--- config.mk ---
export PLATFORM = sky130hd
export DESIGN_NAME = bram_reduce_flat
export DESIGN_NICKNAME = d
export VERILOG_FILES = /design/src/rtl/bram_reduce_if.sv /design/src/rtl/bram_reduce.sv /design/src/flat_wrapper.sv
export SDC_FILE = /design/constraint.sdc
export NUM_CORES = 1
export LEC_CHECK = 0
export BUFFER_PORTS_ARGS = -buffer_cell sky130_fd_sc_hd__buf_2
export CORE_ASPECT_RATIO = 0.75
export CORE_MARGIN = 2
export CORE_UTILIZATION = 30
export CTS_CLUSTER_DIAMETER = 30
export DETAILED_ROUTE_END_ITERATION = 8
export RECOVER_POWER = 100
export SLEW_MARGIN = 20
export SYNTH_ARGS = -nofsm -noshare
export SYNTH_HDL_FRONTEND = slang
export SYNTH_SLANG_ARGS = --single-unit
--- constraint.sdc ---
create_clock -name clk -period 7.6 [get_ports clk]
set_input_delay 0.76 -clock clk [delete_from_list [all_inputs] [get_ports clk]]
set_output_delay 0.76 -clock clk [all_outputs]
set_load 0.1 [all_outputs]
--- src/rtl/bram_reduce_if.sv ---
`default_nettype none
// ============================================================================
// Module      : bram_reduce_if
// Description : Control, status and native BRAM port bundle for bram_reduce.
//               "slave" is the reduction engine's view. "master" is the view of
//               the register wrapper and BRAM side.
// Revision    : 1.0 - initial release
// ============================================================================
interface bram_reduce_if #(
   parameter int DATA_W = 32,
   parameter int ADDR_W = 11
);
   logic              start;
   logic              mode_min;
   logic              mode_signed;
   logic [ADDR_W-1:0] base_addr;
   logic [ADDR_W:0]   length;
   logic [ADDR_W-1:0] dest_addr;
   logic              busy;
   logic              done;
   logic              err;
   logic [DATA_W-1:0] result;
   logic [ADDR_W-1:0] result_idx;
   logic [ADDR_W-1:0] bram_addr;
   logic [DATA_W-1:0] bram_din;
   logic              bram_we;
   logic [DATA_W-1:0] bram_dout;

   modport master (
      output start, mode_min, mode_signed, base_addr, length, dest_addr,
      input  busy, done, err, result, result_idx,
      input  bram_addr, bram_din, bram_we,
      output bram_dout
   );

   modport slave (
      input  start, mode_min, mode_signed, base_addr, length, dest_addr,
      output busy, done, err, result, result_idx,
      output bram_addr, bram_din, bram_we,
      input  bram_dout
   );
endinterface
`default_nettype wire

--- src/rtl/bram_reduce.sv ---
`default_nettype none
// ============================================================================
// Module      : bram_reduce
// Description : Scans a window of a native-port BRAM and finds the maximum or
//               minimum word (signed or unsigned). It writes the result back
//               to a destination address. Define BRAM_REDUCE_INDEX_WB_EN to
//               also write the winning window offset to dest_addr+1.
// Revision    : 1.0 - initial release
// ============================================================================
module bram_reduce #(
   parameter int DATA_W   = 32,
   parameter int ADDR_W   = 11,
   parameter int READ_LAT = 1
) (
   input wire           clk,
   input wire           reset,
   bram_reduce_if.slave bus
);

   localparam int CNT_W = ADDR_W + 1;

   localparam logic [2:0] S_IDLE   = 3'd0;
   localparam logic [2:0] S_SCAN   = 3'd1;
   localparam logic [2:0] S_DRAIN  = 3'd2;
   localparam logic [2:0] S_WR_VAL = 3'd3;
   localparam logic [2:0] S_DONE   = 3'd4;
`ifdef BRAM_REDUCE_INDEX_WB_EN
   localparam logic [2:0] S_WR_IDX = 3'd5;
`endif

   logic [2:0]        state_q, state_d;
   logic              mode_min_q, mode_min_d;
   logic              mode_signed_q, mode_signed_d;
   logic [ADDR_W-1:0] base_q, base_d;
   logic [CNT_W-1:0]  len_q, len_d;
   logic [ADDR_W-1:0] dest_q, dest_d;
   logic [CNT_W-1:0]  cnt_q, cnt_d;          // addresses issued so far
   logic [ADDR_W-1:0] rd_off_q, rd_off_d;    // offset of the word now returning
   logic [DATA_W-1:0] acc_q, acc_d;
   logic [ADDR_W-1:0] acc_idx_q, acc_idx_d;
   logic              acc_vld_q, acc_vld_d;  // first word already loaded
   logic [READ_LAT:0] pipe_q, pipe_d;        // tracks reads in flight; tap READ_LAT = data valid now
   logic              busy_q, busy_d;
   logic              done_q, done_d;
   logic              err_q, err_d;
   logic              we_q, we_d;
   logic [ADDR_W-1:0] addr_q, addr_d;
   logic [DATA_W-1:0] din_q, din_d;

   logic cmp_gt, cmp_lt, cmp_better, older_pending;

   // Strict-improvement compare of the returning word against the accumulator
   assign cmp_gt = mode_signed_q ? ($signed(bus.bram_dout) > $signed(acc_q)) : (bus.bram_dout > acc_q);
   assign cmp_lt = mode_signed_q ? ($signed(bus.bram_dout) < $signed(acc_q)) : (bus.bram_dout < acc_q);
   assign cmp_better = mode_min_q ? cmp_lt : cmp_gt;
   assign older_pending = (pipe_q[READ_LAT-1:0] != '0);

   // Next-state, accumulator and BRAM port decoding
   always_comb begin
      state_d       = state_q;
      mode_min_d    = mode_min_q;
      mode_signed_d = mode_signed_q;
      base_d        = base_q;
      len_d         = len_q;
      dest_d        = dest_q;
      cnt_d         = cnt_q;
      rd_off_d      = rd_off_q;
      acc_d         = acc_q;
      acc_idx_d     = acc_idx_q;
      acc_vld_d     = acc_vld_q;
      err_d         = err_q;
      we_d          = 1'b0;
      addr_d        = addr_q;
      din_d         = din_q;
      pipe_d        = {pipe_q[READ_LAT-1:0], 1'b0};

      if (pipe_q[READ_LAT]) begin
         if (!acc_vld_q || cmp_better) begin
            acc_d     = bus.bram_dout;
            acc_idx_d = rd_off_q;
         end
         acc_vld_d = 1'b1;
         rd_off_d  = rd_off_q + ADDR_W'(1);
      end

      case (state_q)
         S_IDLE: begin
            if (bus.start) begin
               mode_min_d    = bus.mode_min;
               mode_signed_d = bus.mode_signed;
               base_d        = bus.base_addr;
               len_d         = bus.length;
               dest_d        = bus.dest_addr;
               cnt_d         = '0;
               rd_off_d      = '0;
               acc_d         = '0;
               acc_idx_d     = '0;
               acc_vld_d     = 1'b0;
               err_d         = 1'b0;
               state_d       = S_SCAN;
            end
         end
         S_SCAN: begin
            if (len_q == '0) begin
               // Empty window: report an error without touching the BRAM
               err_d   = 1'b1;
               state_d = S_DONE;
            end else begin
               addr_d    = base_q + cnt_q[ADDR_W-1:0];
               pipe_d[0] = 1'b1;
               cnt_d     = cnt_q + CNT_W'(1);
               if (cnt_q + CNT_W'(1) == len_q) begin
                  state_d = S_DRAIN;
               end
            end
         end
         S_DRAIN: begin
            // Leave when the final word is being compared this cycle
            if (pipe_q[READ_LAT] && !older_pending) begin
               we_d    = 1'b1;
               addr_d  = dest_q;
               din_d   = acc_d;
               state_d = S_WR_VAL;
            end
         end
         S_WR_VAL: begin
`ifdef BRAM_REDUCE_INDEX_WB_EN
            we_d    = 1'b1;
            addr_d  = dest_q + ADDR_W'(1);
            din_d   = DATA_W'(acc_idx_q);
            state_d = S_WR_IDX;
`else
            state_d = S_DONE;
`endif
         end
`ifdef BRAM_REDUCE_INDEX_WB_EN
         S_WR_IDX: begin
            state_d = S_DONE;
         end
`endif
         S_DONE: begin
            if (!bus.start) begin
               state_d = S_IDLE;
            end
         end
         default: begin
            state_d = S_IDLE;
         end
      endcase

      busy_d = (state_d != S_IDLE) && (state_d != S_DONE);
      done_d = (state_d == S_DONE);
   end

   // State and output registers; reset abandons any operation without a write
   always_ff @(posedge clk) begin
      if (reset) begin
         state_q       <= S_IDLE;
         mode_min_q    <= 1'b0;
         mode_signed_q <= 1'b0;
         base_q        <= '0;
         len_q         <= '0;
         dest_q        <= '0;
         cnt_q         <= '0;
         rd_off_q      <= '0;
         acc_q         <= '0;
         acc_idx_q     <= '0;
         acc_vld_q     <= 1'b0;
         pipe_q        <= '0;
         busy_q        <= 1'b0;
         done_q        <= 1'b0;
         err_q         <= 1'b0;
         we_q          <= 1'b0;
         addr_q        <= '0;
         din_q         <= '0;
      end else begin
         state_q       <= state_d;
         mode_min_q    <= mode_min_d;
         mode_signed_q <= mode_signed_d;
         base_q        <= base_d;
         len_q         <= len_d;
         dest_q        <= dest_d;
         cnt_q         <= cnt_d;
         rd_off_q      <= rd_off_d;
         acc_q         <= acc_d;
         acc_idx_q     <= acc_idx_d;
         acc_vld_q     <= acc_vld_d;
         pipe_q        <= pipe_d;
         busy_q        <= busy_d;
         done_q        <= done_d;
         err_q         <= err_d;
         we_q          <= we_d;
         addr_q        <= addr_d;
         din_q         <= din_d;
      end
   end

   assign bus.busy       = busy_q;
   assign bus.done       = done_q;
   assign bus.err        = err_q;
   assign bus.result     = acc_q;
   assign bus.result_idx = acc_idx_q;
   assign bus.bram_addr  = addr_q;
   assign bus.bram_din   = din_q;
   assign bus.bram_we    = we_q;

endmodule
`default_nettype wire

--- src/flat_wrapper.sv ---
// flat-port wrapper written by rule: the top's interface ports become plain ports
module bram_reduce_flat 
#(
   parameter int DATA_W   = 32,
   parameter int ADDR_W   = 11,
   parameter int READ_LAT = 1
)
  (clk, reset, bus_start, bus_mode_min, bus_mode_signed, bus_base_addr, bus_length, bus_dest_addr, bus_busy, bus_done, bus_err, bus_result, bus_result_idx, bus_bram_addr, bus_bram_din, bus_bram_we, bus_bram_dout);
  bram_reduce_if #(.DATA_W(DATA_W), .ADDR_W(ADDR_W)) bus_i ();
  input wire clk;
  input wire reset;
  input wire logic [$bits(bus_i.start)-1:0] bus_start;
  input wire logic [$bits(bus_i.mode_min)-1:0] bus_mode_min;
  input wire logic [$bits(bus_i.mode_signed)-1:0] bus_mode_signed;
  input wire logic [$bits(bus_i.base_addr)-1:0] bus_base_addr;
  input wire logic [$bits(bus_i.length)-1:0] bus_length;
  input wire logic [$bits(bus_i.dest_addr)-1:0] bus_dest_addr;
  output wire logic [$bits(bus_i.busy)-1:0] bus_busy;
  output wire logic [$bits(bus_i.done)-1:0] bus_done;
  output wire logic [$bits(bus_i.err)-1:0] bus_err;
  output wire logic [$bits(bus_i.result)-1:0] bus_result;
  output wire logic [$bits(bus_i.result_idx)-1:0] bus_result_idx;
  output wire logic [$bits(bus_i.bram_addr)-1:0] bus_bram_addr;
  output wire logic [$bits(bus_i.bram_din)-1:0] bus_bram_din;
  output wire logic [$bits(bus_i.bram_we)-1:0] bus_bram_we;
  input wire logic [$bits(bus_i.bram_dout)-1:0] bus_bram_dout;
  assign bus_i.start = bus_start;
  assign bus_i.mode_min = bus_mode_min;
  assign bus_i.mode_signed = bus_mode_signed;
  assign bus_i.base_addr = bus_base_addr;
  assign bus_i.length = bus_length;
  assign bus_i.dest_addr = bus_dest_addr;
  assign bus_busy = bus_i.busy;
  assign bus_done = bus_i.done;
  assign bus_err = bus_i.err;
  assign bus_result = bus_i.result;
  assign bus_result_idx = bus_i.result_idx;
  assign bus_bram_addr = bus_i.bram_addr;
  assign bus_bram_din = bus_i.bram_din;
  assign bus_bram_we = bus_i.bram_we;
  assign bus_i.bram_dout = bus_bram_dout;
  bram_reduce #(.DATA_W(DATA_W), .ADDR_W(ADDR_W), .READ_LAT(READ_LAT)) u_core (.clk(clk), .reset(reset), .bus(bus_i));
endmodule
* Word level (Yosys, flattened, before mapping) *
Cells that the tools add are included.
Widths: inputs -> output; s select.

word-level totals
  memory bits (writable) = 0
  latch bits = 0
  output and inout port bits = 90
  memories kept = 0
  input port bits = 71
  ROM bits = 0
  flip-flop bits (word level) = 155

cells by class
  equal/unequal tests = 11
  divide/modulo/power cells = 0
  reduce and logical (&&, ||, !) cells = 17
  muxes and demuxes = 34
  shift-type cells = 0
  magnitude comparators = 4
  $add $sub $neg = 3
  bitwise gates (word level) = 2
  $mul = 0

operator list
  operator               number
  $mux 32                4
  $mux 11                9
  $gt 32x32->1           2
  $lt 32x32->1           2
  $mux 12                2
  $pmux 12 s2            1
  $pmux 11 s2            1
  $mux 3                 5
  $pmux 3 s5             1
  $add 12x1->12 const B  1
  $eq 12x12->1           1
  $logic_not 12->1       1
  $add 11x1->11 const B  1
  $add 11x11->11         1
  $mux 1                 10
  $reduce_and 3->1       3
  $eq 3x2->1 const B     2
  $eq 3x3->1 const B     2
  $ne 2x1->1 const B     2
  $ne 2x2->1 const B     2
  $reduce_and 2->1       2
  $reduce_bool 2->1      2
  $reduce_or 2->1        2
  $eq 3x1->1 const B     1
  other kinds (8)        11

* Longest topological paths before layout *
Gate-level depths: netlist of run 1.

  depth after elaboration = 8
  depth in mapped cells = 12
  mapped depth without buffers = 11

* Least setup slack after synthesis of run 1 *
Ideal clock, no wire load.

  path kind = reg-to-reg
  start = register u_core.acc_q[23], in the netlist u_core.bus.result[23]
  end = register u_core.acc_q[3], in the netlist u_core.bus.result[3]
  cell stages (with the launch flop) = 13
  data arrival time = 3118 ps
  path slack = 4354 ps
  period minus slack after synthesis = 3246 ps
  required time = 7472 ps
  path buffers = 2
  cell sequence = dfxtp_1 -> inv_1 -> ha_1 -> a21oi_1 -> o21ai_1 -> a22oi_1 -> nand3_1 -> o41a_1 -> a41oi_2 -> buf_4 -> buf_6 -> mux2i_1 -> nor2_1

between the ends
  word-level cells in the longest chain between the ends = 8
  elaborated cells on any way between the ends = 12
  those cells by class = 4 x order compare; 7 x mux; 1 x reduce/logical

RTL lines
  item                                          RTL line                              text
  start, declared                               bram_reduce.sv:39                     logic [DATA_W-1:0] acc_q, acc_d;
  start signal, assigned                        bram_reduce.sv:166                    acc_q <= '0;
  start signal, assigned                        bram_reduce.sv:185                    acc_q <= acc_d;
  $gt 32x32->1 or $lt 32x32->1 (tied branches)  bram_reduce.sv:53, bram_reduce.sv:54
  $mux 1, on equally long branches              bram_reduce.sv:53, bram_reduce.sv:54
  $mux 1 (*)                                    bram_reduce.sv:55                     assign cmp_better = mode_min_q ? cmp_lt : cmp_gt;
  $logic_or 1x1->1 (*)                          bram_reduce.sv:78                     if (!acc_vld_q || cmp_better) begin
  $mux 32 (*)                                   bram_reduce.sv:78
  $mux 32 (*)                                   bram_reduce.sv:77                     if (pipe_q[READ_LAT]) begin
  $mux 32                                       bram_reduce.sv:88                     if (bus.start) begin
  $mux 32 (*)                                   bram_reduce.sv:86                     case (state_q)

Mark *: on every way between the ends. The rest lies on a longest branch, timed or not.
A chain may end at the register's enable or synchronous reset.

* Final worst setup path of run 1 *
  start = input port bus_bram_dout[31]
  end = register u_core.din_q[16], in the netlist u_core.bus.bram_din[16]

between the ends
  word-level cells in the longest chain between the ends = 6
  elaborated cells on any way between the ends = 10
  those cells by class = 4 x order compare; 5 x mux; 1 x reduce/logical

RTL lines
  item                                          RTL line                              text
  start, declared                               flat_wrapper.sv:26                    input wire logic [$bits(bus_i.bram_dout)-1:0] bus_bram_dout;
  $gt 32x32->1 or $lt 32x32->1 (tied branches)  bram_reduce.sv:53, bram_reduce.sv:54
  $mux 1, on equally long branches              bram_reduce.sv:53, bram_reduce.sv:54
  $mux 1 (*)                                    bram_reduce.sv:55
  $logic_or 1x1->1 (*)                          bram_reduce.sv:78
  $mux 32 (*)                                   bram_reduce.sv:78
  $mux 32 (*)                                   bram_reduce.sv:77
  end signal, assigned                          bram_reduce.sv:194                    din_q <= din_d;
  end, declared                                 bram_reduce.sv:48                     logic [DATA_W-1:0] din_q, din_d;

Marked as above.

==> summary.md, run 1 <==
| Metric | Value |
|---|---|
| Outcome | finished with violations |
| Failing checks | capacitance limit, slew limit |
| Critical path data arrival time | 4.88 ns |
| CTS Buffer Depth | 2 |
| Type of the worst min-delay path | register to register |
| Busiest metal layer after global routing | met1 |
| Final Routed Wirelength | 20,200 µm |
| Detailed-route vias per instance | 4.72 |
| RSZ-0062 raised after global routing | false |
| Floorplan die width | 187 µm |
| Distinct cell type count after synthesis | 48 |
| Cells resized by post-CTS repair | 0 |
| Number of antenna violations at the first check in global routing | 0 |
| Maximum single-stage delay on the critical path | 1.77 ns |
| Dominant register cell in the synthesized netlist | sky130_fd_sc_hd__dfxtp_1 |
| Min Clock Period, post-route | 4.70 ns |
| Sinks on Clock Net | 155 |
| Pins over their slew limit | 191 |
| Worst clock skew | 0.0103 ns |
| Slew headroom | -0.860 |
| Gpl congestion | 0.816 |
| Highest clock rate | 213 MHz |
| Area overhead of the layout relative to synthesis | 19.6% |
| Final TNS setup | 0 ns |
| Area of the core region | 24,800 µm² |
| TritonCTS Buffers | 17 |
| Critical Path End Type | register |
| All-Layer GR Usage | 0.156 |
| Fraction of synthesis flops using an asynchronous set or reset pin | 0 |
| Clock latency on the worst-skew pair | 0.43 ns |
| Final setup violation count | 0 |
| Vias in the first global route | 5,989 |
| Kind of start point of the critical path | input pin |
| Met3 routing resource usage after global routing | 0.0421 |
| Number of port buffers | 160 |
| HPWL after DPL | 14,600 µm |
| Routed vias | 6,423 |
| Count of nets left with antenna violations after detail routing | 0 |
| Post-Place Cells | 1,331 |
| CTS Root Cell | sky130_fd_sc_hd__clkbuf_16 |
| Violation count after the first detailed-route iteration | 314 |
| Number of cells produced by synthesis | 877 |
| Number of enable-type register cells in the synthesized netlist | 0 |
| Power per unit of standard cell area | 222 nW/µm² |
| Ordered list of cells on the worst path | buf_2, ha_1, nand4_1, nor2_1, a22oi_1, nand3_1, o41a_1, nand4_2, clkbuf_1, mux2i_1, a211oi_1 |
| Remaining Overflow, GRT | 0 |
| Number of optimization iterations in the first detailed-route pass | 4 |
| Height of the chip | 141 µm |
| Pin count of the biggest net entering global routing | 58 |
| Transition time at the pin with the least slew margin | 2.79 ns |
| Count of boundary I/O pins | 161 |
| Top cells by area, synth | sky130_fd_sc_hd__dfxtp_1, sky130_fd_sc_hd__mux2i_1, sky130_fd_sc_hd__ha_1, sky130_fd_sc_hd__nor2_1, sky130_fd_sc_hd__nand2_1 |
| Maximum fanout along the worst path | 32 |
| Ratio of final minimum period to clock period | 0.619 |
| Hold buffers post-CTS | 0 |
| Kind of cell with the highest combined delay on the critical path | buffers and inverters |
| Initial Utilization | 0.303 |
| Max-Cap Viols | 4 |
| Post-synthesis cell area | 7510 µm² |
| Number of buffer and inverter instances along the worst setup path | 2 |
| Met1 GRT Util | 0.229 |
| Clock Pin Slew Worst Setup and Hold Paths | 0.06 ns |
| Total setup buffers inserted after CTS | 0 |
| Seq/Total Area, Yosys | 0.413 |
| Wire length of the first global-routing pass | 32,500 µm |
| Syn nets | 993 |
| Non-filler cells, final | 1,362 |
| Synth area leader | sky130_fd_sc_hd__dfxtp_1 |
| GRT met2 Usage | 0.220 |
| Crit path max-delay cell type | sky130_fd_sc_hd__clkbuf_1 |
| Htree depth | 4 |
| Wire per inst | 14.8 µm |
| Number of placement rows | 50 |
| TritonCTS clock tree | done |
| IR drop worst, VDD | 142 µV |
| Die area | 26,300 µm² |
| Number of register bits inferred by synthesis | 155 |
| Number of hold-slack violations in the final timing report | 0 |
| Layout cells sized above 1 | 0.108 |
| Total DRC errors in the routed layout | 0 |
| Final Net Count | 1,128 |
| YS warnings | 0 |
| # diodes | 0 |
| Syn_area_per_cell | 8.56 µm² |
| Type of the worst setup path | input pin to register |
| Leakage component of the power | 3.42 nW |
| Critical Path RT | 7.77 ns |
| Post-synth top area share | 0.413 |
[report_power, final]
part           total [W]  internal, W  switching (W)  leakage [nW]
Clock           0.000799     0.000456       0.000343         0.266
Combinational   0.000322    0.0000892       0.000233          1.90
Sequential      0.000872     0.000845      0.0000269          1.26
Total            0.00199      0.00139       0.000603          3.42
[routing by layer]
metal,share of wire,up-vias,wire (µm)
met5,0,-,0
met4,0.012,0,233
met3,0.049,16,990
met2,0.41,132,8320
met1,0.53,2981,10700
li1,-,3294,-
[registers in the layout, summed over array words and instances (netlist names)]
name                   count
u_core.acc_vld_q           1
u_core.len_q              12
u_core.base_q             11
u_core.bus.bram_din       32
u_core.pipe_q              2
u_core.bus.err             1
u_core.mode_min_q          1
u_core.bus.result_idx     11
u_core.cnt_q              12
u_core.bus.bram_addr      11
u_core.bus.done            1
u_core.dest_q             11
u_core.bus.bram_we         1
u_core.mode_signed_q       1
u_core.rd_off_q           11
u_core.state_q             3
u_core.bus.result         32
u_core.bus.busy            1
[synth_stat cells (all sizes together) (5+ instances only)]
cell type / n
dfxtp: 155
nor2: 128
nand2: 109
mux2i: 76
a21oi: 74
ha: 44
clkbuf: 42
inv: 39
a211oi: 36
xnor2: 25
nand3: 16
o21ai: 16
nor3: 14
nand4: 13
xor2: 12
buf: 10
nor2b: 8
and3: 7
nand2b: 6
nor4: 6
a311oi: 5
[final cells by class]
type                       count  area (µm²)
fill                        2648       15800
multi-input combinational    630        4020
sequential                   155        3100
timing repair buffer         168         736
clock buffer                  20         447
tap                          338         423
inverter                      40         150
clock inverter                11        96.3
[path summary, 6_finish.rpt]
kind | endpoint | startpoint | cells after the start | slack (ns)
setup / recovery | u_core.bus.bram_din[16] | bus_bram_dout[31] | 11 | 2.90
hold / removal | u_core.dest_q[10] | u_core.dest_q[10] | 2 | 0.46
setup reg to reg | u_core.bus.bram_din[16] | u_core.bus.result[31] | 11 | 2.93
hold reg to reg | u_core.dest_q[10] | u_core.dest_q[10] | 2 | 0.46
[worst min-delay path: cells and delay by family (launching register included)]
| kind | cells | cell delay, ns |
|---|---|---|
| flops | 1 | 0.31 |
| compound gates | 1 | 0.05 |
| simple gates | 1 | 0.05 |
[cell usage in the layout, fill, tap and decap left out, types with 6 or more instances in the layout]
master                      synthesis  final
sky130_fd_sc_hd__dfxtp_1          155    155
sky130_fd_sc_hd__nor2_1           128    127
sky130_fd_sc_hd__nand2_1          109    109
sky130_fd_sc_hd__clkbuf_1          42     96
sky130_fd_sc_hd__mux2i_1           76     76
sky130_fd_sc_hd__a21oi_1           74     74
sky130_fd_sc_hd__buf_2              0     69
sky130_fd_sc_hd__ha_1              44     44
sky130_fd_sc_hd__inv_1             39     39
sky130_fd_sc_hd__a211oi_1          36     36
sky130_fd_sc_hd__xnor2_1           25     25
sky130_fd_sc_hd__clkbuf_16          0     17
sky130_fd_sc_hd__nand3_1           16     16
sky130_fd_sc_hd__o21ai_0           12     13
sky130_fd_sc_hd__nor3_1            14     13
sky130_fd_sc_hd__nand4_1           12     12
sky130_fd_sc_hd__xor2_1            12     12
sky130_fd_sc_hd__nor2b_1            8      8
sky130_fd_sc_hd__and3_1             7      7
sky130_fd_sc_hd__nor4_1             6      6
[per-stage QoR]
stage          hold WS, ns   util  area [µm²]  power (W)  worst slack, ns
2_1_floorplan        0.432      -        7510    0.00113             4.35
3_3_place_gp         0.445  0.346        8560    0.00121             3.79
3_5_place_dp         0.446  0.346        8560    0.00122             3.73
4_1_cts              0.455  0.368        9100    0.00203             4.16
5_1_grt              0.477  0.362        8980    0.00210             2.35
6_report             0.456  0.362        8980    0.00199             2.90
[logic make-up after synthesis]
family                   Yosys count  synth area share
buffers and inverters             92            0.0535
AND/OR/NAND/NOR                  318             0.183
multiplexers                      76             0.101
AO/OA/AOI/OAI                    154             0.130
adder cells (fa/ha/maj)           45            0.0760
flip-flops                       155             0.413
XOR/XNOR                          37            0.0432
Power figures use the tool's default switching activity.
==> inputs of run 2 (changes only) <==
- clock period: 7.6 -> 4.2 ns (I/O delays scaled with it)
==> run 2 against run 1 <==
Count of clock-buffer cells in the layout is 2 lower. The flow still finishes with violations (capacitance limit, slew limit). Sequential cell count stayed put. Worst setup slack worse by 2.0 ns.
==> summary.md, run 2 (same netlist as run 1, synthesis figures left out) <==
| Metric | Value |
|---|---|
| Floorplan die width | 187 µm (unchanged) |
| Commonest non-fill, non-tap cells in the layout | sky130_fd_sc_hd__dfxtp_1, sky130_fd_sc_hd__nor2_1, sky130_fd_sc_hd__nand2_1 |
| Kind of start point of the critical path | register |
| Post-Place Setup Slack | 0.896 ns (-2.83 ns) |
| Non-filler cells, final | 1,361 (-0.073%) |
| IR drop worst, VDD | 265 µV (+86%) |
| Met1 GRT Util | 0.229 (+0.000421) |
| Max-Cap Viols | 1 (-3) |
| Initial Utilization | 0.303 (unchanged) |
| Number of antenna violations at the first check in global routing | 0 (unchanged) |
| Vias in the first global route | 5,774 (-3.6%) |
| Final setup violation count | 0 (unchanged) |
| Final Routed Wirelength | 20,300 µm (+0.22%) |
| Reg power frac | 0.413 (-0.024) |
| Power per unit of standard cell area | 421 nW/µm² (+89%) |
| Hold buffers post-CTS | 0 (unchanged) |
| Type of the worst min-delay path | input pin to register |
| Remaining Overflow, GRT | 0 (unchanged) |
| Cells resized by post-CTS repair | 0 (unchanged) |
| TritonCTS clock tree | done |
| Gpl congestion | 0.830 (+1.6%) |
| Wire per inst | 14.9 µm (+0.29%) |
| Sinks on Clock Net | 155 (unchanged) |
| Critical path data arrival time | 3.45 ns (-1.43 ns) |
| Portion of total power attributed to combinational logic | 0.153 (-0.009) |
| Layout cells sized above 1 | 0.111 (+0.00304) |
| Clock Pin Slew Worst Setup and Hold Paths | 0.07 ns (about the same) |
| RSZ-0062 raised after global routing | false |
| Violation count after the first detailed-route iteration | 303 (-3.5%) |
| Height of the chip | 141 µm (unchanged) |
| HPWL after DPL | 14,400 µm (-1.4%) |
| CTS Root Cell | sky130_fd_sc_hd__clkbuf_16 |
| Placed inst area | 8570 µm² (+0.12%) |
| Number of hold-slack violations in the final timing report | 0 (unchanged) |
| Total setup buffers inserted after CTS | 0 (unchanged) |
| Total DRC errors in the routed layout | 0 (unchanged) |
| Number of port buffers | 160 (unchanged) |
| Leakage component of the power | 3.47 nW (+1.3%) |
| Type of the worst setup path | register to register |
| WHS | 0.220 ns (-0.236 ns) |
| Most frequent standard cell in the layout excluding fill and tap cells | sky130_fd_sc_hd__dfxtp_1 |
| Ratio of final minimum period to clock period | 0.781 |
| Critical Path RT | 4.37 ns (-3.40 ns) |
| Maximum fanout along the worst path | 32 (unchanged) |
| TritonCTS Buffers | 17 (unchanged) |
| Cell-internal power | 0.00269 W (+93%) |
| Critical Path End Type | register |
| Part of the power in the clock network | 0.434 (+0.033) |
| Count of boundary I/O pins | 161 (unchanged) |
| Clock latency on the worst-skew pair | 0.43 ns (about the same) |
| Met3 routing resource usage after global routing | 0.0426 (+0.000498) |
| Slew headroom | -0.902 (-0.0414) |
| Worst clock skew | 0.0141 ns (+0.00377 ns) |
| Pins over their slew limit | 57 (-70%) |
| Post-Place Cells | 1,329 (-0.15%) |
| Die area | 26,300 µm² (unchanged) |
| Number of optimization iterations in the first detailed-route pass | 5 (+1) |
| Final TNS setup | 0 ns (unchanged) |
| Detailed-route vias per instance | 4.71 (-0.13%) |
| Failing checks | capacitance limit, slew limit |
| Count of nets left with antenna violations after detail routing | 0 (unchanged) |
| GRT met2 Usage | 0.219 (-0.000391) |
| Worst setup slack for register-to-register paths | 0.92 ns (-2.01 ns) |
| Highest clock rate | 305 MHz |
| Switching share of power | 0.296 (-0.00660) |
| Switching power | 0.00113 W (+87%) |
| CTS Buffer Depth | 2 (unchanged) |
| All-Layer GR Usage | 0.155 (-0.000868) |
| Area of the core region | 24,800 µm² (unchanged) |
| Routed vias | 6,410 (-0.20%) |
| Cell area after layout | 9080 µm² (+1.1%) |
| Transition time at the pin with the least slew margin | 2.85 ns (+0.0621 ns) |
| Pin count of the biggest net entering global routing | 59 (+1.7%) |
| Worst setup margin | 0.921 ns (-1.98 ns) |
| Number of placement rows | 50 (unchanged) |
| Min Clock Period, post-route | 3.28 ns |
| Final Net Count | 1,126 (-0.18%) |
| Busiest metal layer after global routing | met1 |
| Htree depth | 4 (unchanged) |
| # diodes | 0 (unchanged) |
| Area overhead of the layout relative to synthesis | 20.9% |
| Outcome | finished with violations |
| Wire length of the first global-routing pass | 32,000 µm (-1.3%) |
## run 2: cell count changes in the layout (fill, tap and decap cells not counted), moves of 2 or more
cell / change
sky130_fd_sc_hd__clkbuf_1: -4
sky130_fd_sc_hd__inv_6: +2
sky130_fd_sc_hd__buf_12: +2
sky130_fd_sc_hd__bufinv_16: +3
## run 2: power by group through the flow
stage                     combinational, W  sequential, W  clock (W)
final                             0.000584        0.00158    0.00166
after global routing              0.000644        0.00158    0.00176
after CTS                         0.000596        0.00158    0.00171
after detailed placement          0.000593        0.00161          0
after global placement            0.000590        0.00161          0
after floorplan                   0.000288        0.00176          0
## run 2: critical path, cell delays in order, from the launching register on
cell	delay [ns]
sky130_fd_sc_hd__dfxtp_1	0.42
sky130_fd_sc_hd__inv_1	0.06
sky130_fd_sc_hd__ha_1	0.31
sky130_fd_sc_hd__nand4_1	0.24
sky130_fd_sc_hd__nor3_1	0.10
sky130_fd_sc_hd__a22oi_1	0.27
sky130_fd_sc_hd__nand3_1	0.14
sky130_fd_sc_hd__o41a_1	0.49
sky130_fd_sc_hd__nand4_2	0.11
sky130_fd_sc_hd__buf_4	0.51
sky130_fd_sc_hd__mux2i_1	0.26
sky130_fd_sc_hd__a211oi_1	0.09
## run 2: layout make-up
| type | instances | area [µm²] |
|---|---|---|
| multi-input combinational | 630 | 4020 |
| sequential | 155 | 3100 |
| clock buffer | 18 | 429 |
| timing repair buffer | 166 | 757 |
| clock inverter | 14 | 191 |
| fill | 2629 | 15700 |
| inverter | 40 | 150 |
| tap | 338 | 423 |
## run 2: stage by stage
| stage | total power [W] | util |
|---|---|---|
| finish | 0.00382 | 0.366 |
| detailed placement | 0.00220 | 0.346 |
| global route | 0.00399 | 0.366 |
| CTS | 0.00389 | 0.371 |
| floorplan | 0.00205 | - |
| global placement | 0.00220 | 0.346 |
## run 2: path summary, 6_finish.rpt
check	startpoint	end	depth (start not counted)
setup / recovery	u_core.bus.result[30]	u_core.bus.bram_din[20]	11
hold / removal	bus_dest_addr[1]	u_core.dest_q[1]	3
setup reg to reg	u_core.bus.result[30]	u_core.bus.bram_din[20]	11
hold reg to reg	u_core.dest_q[6]	u_core.dest_q[6]	2
## run 2: routing by layer
layer / part of all wire / vias to the layer above
li1: - / 3307
met1: 0.54 / 2962
met2: 0.40 / 126
met3: 0.051 / 15
met4: 0.0095 / 0
met5: 0 / -
==> inputs of run 3 (changes only) <==
- ABC_AREA: unset -> 1
- clock period: 4.2 -> 3 ns (I/O delays scaled with it)
==> run 3 against run 2 <==
The flow still finishes with violations (capacitance limit, slew limit). Sequential share of layout area decreased by 1.0 points. Worst setup slack got worse by 0.54 ns. Worst hold slack got worse by 0.098 ns. Cell area increased by 3.1%. Critical endpoint is now u_core.rd_off_q[6]. Largest cell class unchanged. Largest power group unchanged.
==> summary.md, run 3 <==
| Metric | Value |
|---|---|
| Outcome | finished with violations |
| Failing checks | capacitance limit, slew limit |
| Worst R2R Start | u_core.state_q[1] |
| Layout cells sized above 1 | 0.134 (+0.0227) |
| IR drop worst, VDD | 353 µV (+33%) |
| Number of enable-type register cells in the synthesized netlist | 0 (unchanged) |
| Number of antenna violations at the first check in global routing | 0 (unchanged) |
| Critical Path End Type | register |
| Top cells by area, synth | sky130_fd_sc_hd__dfxtp_1, sky130_fd_sc_hd__nand2_1, sky130_fd_sc_hd__a21oi_1, sky130_fd_sc_hd__ha_1, sky130_fd_sc_hd__nand3_1 |
| Area overhead of the layout relative to synthesis | 19.3% |
| Area share of and/or/nand/nor cells after synthesis | 0.290 (+0.107) |
| Gpl congestion | 0.912 (+9.9%) |
| CTS Root Cell | sky130_fd_sc_hd__clkbuf_16 |
| Number of optimization iterations in the first detailed-route pass | 5 (unchanged) |
| Pin count of the biggest net entering global routing | 70 (+19%) |
| Clock latency on the worst-skew pair | 0.42 ns (about the same) |
| Most frequent standard cell in the layout excluding fill and tap cells | sky130_fd_sc_hd__nand2_1 |
| RSZ-0062 raised after global routing | false |
| Number of cells on the worst hold path | 3 (unchanged) |
| Highest clock rate | 382 MHz (+25%) |
| HPWL after DPL | 16,400 µm (+14%) |
| Slew headroom | -0.113 (+0.789) |
| Area of the core region | 25,800 µm² (+4.3%) |
| Type of the worst min-delay path | input pin to register |
| Max-Cap Viols | 1 (unchanged) |
| Filler Cell Count | 2,791 (+6.2%) |
| Leakage component of the power | 3.84 nW (+11%) |
| Transition time at the pin with the least slew margin | 1.67 ns (-1.18 ns) |
| Worst reg2reg path depth | 6 (-5) |
| Total DRC errors in the routed layout | 0 (unchanged) |
| Seq/Total Area, Yosys | 0.396 (-0.0177) |
| GRT met2 Usage | 0.238 (+0.0186) |
| Syn_area_per_cell | 7.30 µm² (-15%) |
| Post-Place Setup Slack | 0.304 ns (-0.592 ns) |
| Total setup buffers inserted after CTS | 0 (unchanged) |
| Met3 routing resource usage after global routing | 0.0362 (-0.00641) |
| Sinks on Clock Net | 155 (unchanged) |
| Kind of start point of the critical path | register |
| Initial Utilization | 0.303 (+0.000482) |
| Critical Path RT | 3.31 ns (-1.06 ns) |
| Capturing point of the worst reg2reg path | u_core.rd_off_q[6] |
| Height of the chip | 144 µm (+2.2%) |
| Most numerous cell in the Yosys netlist | sky130_fd_sc_hd__nand2_1 |
| Commonest non-fill, non-tap cells in the layout | sky130_fd_sc_hd__nand2_1, sky130_fd_sc_hd__dfxtp_1, sky130_fd_sc_hd__nor2_1 |
| Fraction of synthesis flops using an asynchronous set or reset pin | 0 (unchanged) |
| Power per unit of standard cell area | 571 nW/µm² (+36%) |
| Maximum fanout along the worst path | 55 (+72%) |
| Dominant register cell in the synthesized netlist | sky130_fd_sc_hd__dfxtp_1 |
| Post-synth top area share | 0.396 (-0.0177) |
| Final setup violation count | 0 (unchanged) |
| Synth area leader | sky130_fd_sc_hd__dfxtp_1 |
| Htree depth | 4 (unchanged) |
| Final TNS setup | 0 ns (unchanged) |
| Number of hold-slack violations in the final timing report | 0 (unchanged) |
| Violation count after the first detailed-route iteration | 391 (+29%) |
| Final Net Count | 1,333 (+18%) |
| Vias in the first global route | 6,804 (+18%) |
| Number of register bits inferred by synthesis | 155 (unchanged) |
| Critical path data arrival time | 2.93 ns (-0.52 ns) |
| Distinct cell type count after synthesis | 39 (-19%) |
| All-Layer GR Usage | 0.169 (+0.0142) |
| Worst clock skew | 0.0133 ns (-0.000768 ns) |
| YS warnings | 0 (unchanged) |
| Post-synthesis cell area | 7840 µm² (+4.5%) |
| Adder and majority cell fraction of the synthesized area | 0.0728 (-0.00326) |
| Number of port buffers | 160 (unchanged) |
| Syn nets | 1,190 (+20%) |
| First element of the critical path | u_core.state_q[1] |
| Ratio of final minimum period to clock period | 0.872 (+0.0918) |
| Design Power | 0.00534 W (+40%) |
| Fraction of synthesized area in multiplexers | 0 (-0.101) |
| Worst setup margin | 0.383 ns (-0.539 ns) |
| Routed vias | 7,398 (+15%) |
| Type of the worst setup path | register to register |
| Wire length of the first global-routing pass | 36,300 µm (+13%) |
| Die area | 27,500 µm² (+4.4%) |
| Pins over their slew limit | 70 (+23%) |
| Wire per inst | 14.7 µm (-1.6%) |
| XOR/XNOR share of the synthesized area | 0.0212 (-0.0220) |
| Commonest cells post-synth | sky130_fd_sc_hd__nand2_1, sky130_fd_sc_hd__dfxtp_1, sky130_fd_sc_hd__a21oi_1, sky130_fd_sc_hd__inv_1, sky130_fd_sc_hd__nor2_1 |
| Largest family of logic cells by synthesized area | simple AND/OR/NAND/NOR gates |
| TritonCTS Buffers | 17 (unchanged) |
| Hold path start | bus_dest_addr[5] |
| Busiest metal layer after global routing | met1 |
| Clock Pin Slew Worst Setup and Hold Paths | 0.07 ns (about the same) |
| Count of nets left with antenna violations after detail routing | 0 (unchanged) |
| CTS Buffer Depth | 2 (unchanged) |
| Remaining Overflow, GRT | 0 (unchanged) |
| Number of cells produced by synthesis | 1,074 (+22%) |
| TritonCTS clock tree | done |
| Detailed-route vias per instance | 4.70 (-0.20%) |
| Worst setup slack for register-to-register paths | 0.38 ns (-0.54 ns) |
| Count of boundary I/O pins | 161 (unchanged) |
| Compound-gate portion of the synthesized area | 0.127 (-0.00221) |
| Floorplan die width | 191 µm (+2.2%) |
| Min Clock Period, post-route | 2.62 ns (-0.661 ns) |
| # diodes | 0 (unchanged) |
| End point of the worst hold path | u_core.dest_q[5] |
| Number of placement rows | 51 (+2.0%) |
| Final Routed Wirelength | 23,100 µm (+14%) |
| Met1 GRT Util | 0.258 (+0.0287) |
[run 3: cell count changes in the layout (fill, tap and decap cells not counted), sizes merged, moves of 6 or more]
| cell | before | now |
|---|---|---|
| a211oi | 36 | 5 |
| a21oi | 74 | 123 |
| and3 | 7 | 1 |
| clkbuf | 109 | 115 |
| inv | 42 | 127 |
| mux2i | 76 | 0 |
| nand2 | 109 | 220 |
| nand2b | 6 | 0 |
| nand3 | 16 | 97 |
| nor2b | 8 | 0 |
| nor3 | 14 | 21 |
| o21ai | 16 | 34 |
| xnor2 | 25 | 3 |
[run 3: worst max path at each step]
| stage | to | slack [ns] | cells past startpoint |
|---|---|---|---|
| final | u_core.rd_off_q[6] | 0.38 | 6 |
| after global routing | u_core.bus.bram_din[3] | 0.04 | 16 |
| after CTS | u_core.bus.bram_din[16] | 0.31 | 16 |
| after detailed placement | u_core.bus.bram_din[28] | 0.30 | 15 |
| after global placement | u_core.bus.bram_din[8] | 0.32 | 16 |
| after floorplan | u_core.bus.bram_din[0] | 0.17 | 16 |
[run 3: cell families (layout without fill, tap and decap cells)]
| group | Yosys count | in the layout |
|---|---|---|
| and+or+nand+nor | 497 | 497 |
| AOI/OAI and AO/OA | 186 | 186 |
| buffers and inverters | 172 | 328 |
| DFF | 155 | 155 |
| adders and majority gates | 45 | 45 |
| xor gates and xnor gates | 19 | 19 |
[run 3: area by class of cell]
type / count / area (µm²) / area share
Inverter: 124 / 465 / 0.0498
Multi-Input combinational cell: 747 / 3990 / 0.427
Timing Repair Buffer: 172 / 762 / 0.0814
Clock buffer: 18 / 439 / 0.0469
Clock inverter: 14 / 161 / 0.0173
Sequential cell: 155 / 3100 / 0.332
Tap cell: 344 / 430 / 0.0460
[run 3: critical path, cell delays in order, from the launching register on]
cell and delay, ns:
sky130_fd_sc_hd__dfxtp_1 0.32, sky130_fd_sc_hd__nor2_1 0.15, sky130_fd_sc_hd__nand3_1 0.47, sky130_fd_sc_hd__nand2_2 0.17, sky130_fd_sc_hd__clkbuf_2 1.08, sky130_fd_sc_hd__o21bai_1 0.24, sky130_fd_sc_hd__a21oi_1 0.05
[run 3: timing repair]
item                       4_1_cts  5_1_grt
gates resized for setup          0        1
setup endpoints to repair        0       44
hold buffers                     0        0
[run 3: stage by stage]
step | hold WS [ns] | instance area (µm²) | utilization | instances
2_1_floorplan | 0.403 | 7840 | - | 1074
3_3_place_gp | 0.402 | 8920 | 0.345 | 1542
3_5_place_dp | 0.406 | 8920 | 0.345 | 1542
4_1_cts | 0.107 | 9520 | 0.369 | 1574
5_1_grt | 0.104 | 9360 | 0.362 | 1574
6_report | 0.123 | 9360 | 0.362 | 1574
[run 3: power breakdown]
| group | leakage [nW] | total (W) | switching, W | internal, W |
|---|---|---|---|---|
| clock | 0.283 | 0.00223 | 0.000960 | 0.00127 |
| sequential | 1.26 | 0.00222 | 0.0000705 | 0.00215 |
| combinational | 2.30 | 0.000895 | 0.000666 | 0.000229 |
[run 3: per-layer routing]
layer | up-vias | share of wire
li1 | 3791 | -
met1 | 3372 | 0.53
met2 | 218 | 0.39
met3 | 17 | 0.067
met4 | 0 | 0.010
met5 | - | 0
